$ cat config.mk
export PLATFORM = sky130hd
export DESIGN_NAME = digit_scanner
export DESIGN_NICKNAME = d
export VERILOG_FILES = /design/src/rtl/digit_scanner.sv
export SDC_FILE = /design/constraint.sdc
export NUM_CORES = 1
export LEC_CHECK = 0
export ABC_AREA = 0
export CAP_MARGIN = 30
export CORE_AREA = 5 5 77 79
export DETAILED_ROUTE_END_ITERATION = 10
export DIE_AREA = 0 0 82 84
export GPL_TIMING_DRIVEN = 0
export PLACE_DENSITY_LB_ADDON = 0.25
export SLEW_MARGIN = 30
export SYNTH_ARGS = -nofsm -noshare
export SYNTH_HDL_FRONTEND = slang
export SYNTH_SLANG_ARGS = --single-unit
$ cat constraint.sdc
create_clock -name clk -period 2 [get_ports clk]
set_input_delay 0.3 -clock clk [delete_from_list [all_inputs] [get_ports clk]]
set_output_delay 0.3 -clock clk [all_outputs]
set_load 0.02 [all_outputs]
$ cat src/rtl/digit_scanner.sv
// Time-multiplexed display scanner: rotates a one-hot digit select at a programmable
// rate, with per-digit decimal point, leading-zero blanking and a per-frame snapshot.
module digit_scanner #(
  parameter int NUM_DIGITS  = 4,
  parameter int DIGIT_W     = 4,
  parameter int REFRESH_DIV = 100000
) (
  input  logic                          clk,
  input  logic                          reset,
  input  logic                          en,
  input  logic [NUM_DIGITS*DIGIT_W-1:0] value,
  input  logic [NUM_DIGITS-1:0]         dp_in,
  input  logic                          blank_lz,
  output logic [NUM_DIGITS-1:0]         sel,
  output logic [DIGIT_W-1:0]            digit,
  output logic                          dp,
  output logic                          blank,
  output logic                          tick
);

  localparam int PRE_W = (REFRESH_DIV > 1) ? $clog2(REFRESH_DIV) : 1;
  localparam int IDX_W = $clog2(NUM_DIGITS);
  localparam logic [PRE_W-1:0] PRE_LAST = PRE_W'(REFRESH_DIV - 1);
  localparam logic [IDX_W-1:0] IDX_LAST = IDX_W'(NUM_DIGITS - 1);

  logic [PRE_W-1:0]              r_pre;
  logic [IDX_W-1:0]              r_idx;
  logic [NUM_DIGITS*DIGIT_W-1:0] r_snap;
  logic [NUM_DIGITS-1:0]         r_snap_dp;
  logic [NUM_DIGITS-1:0]         r_sel;
  logic [DIGIT_W-1:0]            r_digit;
  logic                          r_dp;
  logic                          r_blank;
  logic                          r_tick;

  logic                          w_terminal;
  logic [NUM_DIGITS-1:0]         w_upper_zero;
  logic                          w_acc;
  logic [DIGIT_W-1:0]            w_cur_digit;
  logic                          w_cur_dp;
  logic                          w_blank;

  assign w_terminal  = en && (r_pre == PRE_LAST);
  assign w_cur_digit = r_snap[r_idx*DIGIT_W +: DIGIT_W];
  assign w_cur_dp    = r_snap_dp[r_idx];

  // w_upper_zero[i] is set when snapshot digits i..NUM_DIGITS-1 are all zero.
  always_comb begin
    w_acc        = 1'b1;
    w_upper_zero = '0;
    for (int i = NUM_DIGITS - 1; i >= 0; i--) begin
      w_acc           = w_acc & (r_snap[i*DIGIT_W +: DIGIT_W] == '0);
      w_upper_zero[i] = w_acc;
    end
  end

  assign w_blank = blank_lz && (r_idx != '0) && w_upper_zero[r_idx];

  always_ff @(posedge clk) begin
    if (reset) begin
      r_pre  <= '0;
      r_idx  <= '0;
      r_tick <= 1'b0;
    end else begin
      r_tick <= w_terminal;
      if (w_terminal) begin
        r_pre <= '0;
        r_idx <= (r_idx == IDX_LAST) ? '0 : r_idx + 1'b1;
      end else if (en) begin
        r_pre <= r_pre + 1'b1;
      end
    end
  end

  // The snapshot only follows the input during slot 0, so a frame never mixes samples.
  always_ff @(posedge clk) begin
    if (reset) begin
      r_snap    <= '0;
      r_snap_dp <= '0;
    end else if (r_idx == '0) begin
      r_snap    <= value;
      r_snap_dp <= dp_in;
    end
  end

  always_ff @(posedge clk) begin
    if (reset) begin
      r_sel   <= '0;
      r_digit <= '0;
      r_dp    <= 1'b0;
      r_blank <= 1'b0;
    end else begin
      r_sel   <= NUM_DIGITS'(1) << r_idx;
      r_digit <= w_cur_digit;
      r_dp    <= w_cur_dp;
      r_blank <= w_blank;
    end
  end

  assign sel   = r_sel;
  assign digit = r_digit;
  assign dp    = r_dp;
  assign blank = r_blank;
  assign tick  = r_tick;

endmodule

==> summary.md <==
| Metric | Value |
|---|---|
| CP peak stage delay | `0.50 ns` |
| Crit path DAT | `2.13 ns` |
| Fillcell total | `538` |
| Hold depth | `2` |
| CTS Root Cell | `clkbuf_8` |
| Post-synth EDFFs | `0` |
| Mapped Nets | `237` |
| RSZ-0062 raised after global routing | `no` |
| Post-synth top flop | `dfxtp_1` |
| I/O pin count | `35` |
| Mapped cell area | `0.00199 sq mm` |
| HPWL Detailed | `3080 um` |
| Gpl congestion | `0.804` |
| Hold crit path type | `flop to flop` |
| Total GRT Usage | `12.8%` |
| Row count | `27` |
| First drt pass iteration count | `4` |
| Wire length per cell | `12.8 um` |
| Share of flip-flops with an asynchronous set or reset | `0%` |
| #FFs+latches synth | `50` |
| Reg2reg setup slack | `0.10 ns` |
| Initial core utilization | `37.7%` |
| Sequential element share of the synthesized area | `50.4%` |
| Buffers on Ports | `34` |
| Routed via count | `1554` |
| Post-Place Cell Area | `0.00242 sq mm` |
| Tcrit/Tclk final | `94.8%` |
| Drt drc | `0` |
| Hold buffer count at cts | `0` |
| Core Area | `0.00527 sq mm` |
| Final Cell Area | `0.00256 sq mm` |
| Post-CTS sizing | `1` |
| Hold Vio Cnt, Final | `0` |
| 1st-iter DRT viols | `48` |
| Final count of negative-setup-slack endpoints | `0` |
| Vias in the first global route | `1480` |
| Setup crit end kind | `flop` |
| Die W | `82 um` |
| Fmax | `527 MHz` |
| Area contributors post-synth | `dfxtp_1 50%, mux2i_1 11%, nor2_1 7.4%` |
| Nets | `278` |
| Layout cell share with drive strength beyond 1 | `6.75%` |
| Routed WL | `4150 um` |
| Top cell type's share of synthesized area | `50.4%` |
| Worst Skew | `0.00633 ns` |
| IR Drop Worst-Case VDD | `371 uV` |
| Synthesized instance count | `210` |
| Clock-pin slew on the worst setup and hold paths | `0.08 ns` |
| Hold Crit Endpoint | `dp` |
| First-pass GRT wire length | `6870 um` |
| Num CTS Buffers | `5` |
| Clk_lat worst skew | `0.30 ns` |
| Largest net degree at the start of global routing | `15` |
| Top delay family on crit path | `simple AND/OR/NAND/NOR gates` |
| Worst EP required | `2.23 ns` |
| Buf/Inv on CP | `1` |
| Least-Margin Pin Slew | `0.784 ns` |
| Vias/cell | `4.80` |
| Reg2Reg Capture Point | `r_idx[0]` |
| R2R cell count | `5` |
| Setup_tns | `0 ns` |
| # Max-Cap Violations | `0` |
| Final Max Slew Viols | `0` |
| Avg Cell Area, Syn | `9.46 sq um` |
| Biggest area consumer among synthesized cells | `dfxtp_1` |
| R2r startpoint | `r_pre[9]` |
| CTS tree | `done` |
| Status | `finished, final reports clean` |
| Slew HR | `47.3%` |
| Critical Path, Cell by Cell | `nand2_1, or4b_1, clkbuf_1, or4_1, a21oi_1` |
| Max Buffers Root-to-Sink | `2` |
| ANT cells | `0` |
| CTS sink cnt | `50` |
| Postcts setup bufs | `0` |
| Initial antenna violation count | `0` |
| Post-layout util | `48.6%` |
| Critical Path Start Type | `flop` |
| Period minus WS final | `1.90 ns` |
| Synth warn | `0` |
| Full die area | `0.00689 sq mm` |
| Htree depth | `2` |
| Synth-to-layout area growth | `29.1%` |
| P per Cell Area | `717 mW/mm^2` |
| Post-route ant nets | `0` |
| Static leakage | `1.03 nW` |
| Number of unique standard cell types used by synthesis | `26` |
| CP Max Fanout | `7` |
| CP Class | `flop to flop` |
| GRT overflow | `0` |
| Die Height | `84 um` |
| Critical-path top delay cell | `or4_1` |
| Hold path startpoint | `r_snap_dp[3]` |
sequential cells by signal, indices dropped and copies added, names as in the netlist:
register and cells:
digit 4, tick 1, sel 4, r_pre 17, r_snap 16, dp 1
blank 1, r_idx 2, r_snap_dp 4
layer usage:
metal  track usage, %  part of all wire [%]
met2             20.4                    46
met3             3.67                   5.5
met4             4.53                   2.3
met1             16.1                    46
met5                0                     0
cells in the final DEF, fill, tap and decap left out, types with 2 or more instances in the layout:
master           netlist  final
dfxtp_1               50     49
inv_1                  6      6
nor3_1                10     10
clkbuf_1               2      2
a22oi_1               10     10
clkbuf_8               0      8
a21oi_1                4      4
nand3_1                9      9
xnor2_1               11     11
buf_1                  4      4
nor2_1                39     39
nor4_2                 0      2
clkdlybuf4s50_1        0     34
nand4_1                4      4
nand2_1               10     10
or4_1                  2      2
mux2i_1               22     22
ha_1                   3      3
nor4b_2                0      2
nor4_1                 7      5
xor2_1                 3      3
o21ai_0                4      4
report_power, final:
part	internal, mW	switching, mW
clock network	0.349	0.310
logic	0.0769	0.0531
registers	1.03	0.0212
total	1.45	0.384
worst max-delay path by stage:
stage                     startpoint   endpoint  slack [ns]  depth (start not counted)
after detailed placement          en   r_pre[5]       -0.26                          6
final                       r_pre[9]   r_idx[0]        0.10                          5
after floorplan             r_pre[3]  r_pre[12]        0.24                          6
after global routing        r_pre[4]   r_idx[0]       0.003                          5
after global placement            en  r_pre[10]       -0.22                          6
after CTS                   r_pre[3]   r_pre[5]        0.06                          6
cells by family after synthesis:
| logic type | share of synthesized area, % |
|---|---|
| fa+ha+maj | 1.89 |
| compound gates | 7.06 |
| buf+inv | 2.65 |
| simple gates | 20.7 |
| flops | 50.4 |
| mux | 11.1 |
| xor+xnor | 6.18 |
cell type report:
| cell class | count | area (sq um) | area share (%) |
|---|---|---|---|
| Timing Repair Buffer | 34 | 340 | 13.3 |
| Inverter | 6 | 22.5 | 0.878 |
| Clock buffer | 8 | 110 | 4.29 |
| Tap cell | 72 | 90.1 | 3.51 |
| Buffer | 7 | 30.0 | 1.17 |
| Sequential cell | 50 | 1000 | 39.1 |
| Multi-Input combinational cell | 147 | 968 | 37.8 |
Yosys cell counts (all sizes together) (3+ instances only):
cell	instances
xor2	3
nand4	4
a22oi	10
mux2i	22
nor2	39
ha	3
nor4b	3
xnor2	11
nor3	10
nand2	10
inv	6
buf	5
dfxtp	50
o21ai	4
nand3	9
a21oi	4
nor4	7
worst min-delay path: cells and delay by family (launching register included):
family / cells / cell delay (ns)
AOI/OAI and AO/OA: 1 / 0.07
DFF: 1 / 0.34
and+or+nand+nor: 1 / 0.05
metrics by stage:
stage	total power, mW	cells	worst slack, ns	hold WS (ns)
2_1_floorplan	1.12	210	0.244	0.429
3_5_place_dp	1.20	316	-0.257	0.461
6_report	1.84	324	0.103	0.485
5_1_grt	1.91	324	0.00345	0.523
4_1_cts	1.86	324	0.0638	0.483
3_3_place_gp	1.20	316	-0.221	0.465
(Power assumes the default switching activity.)
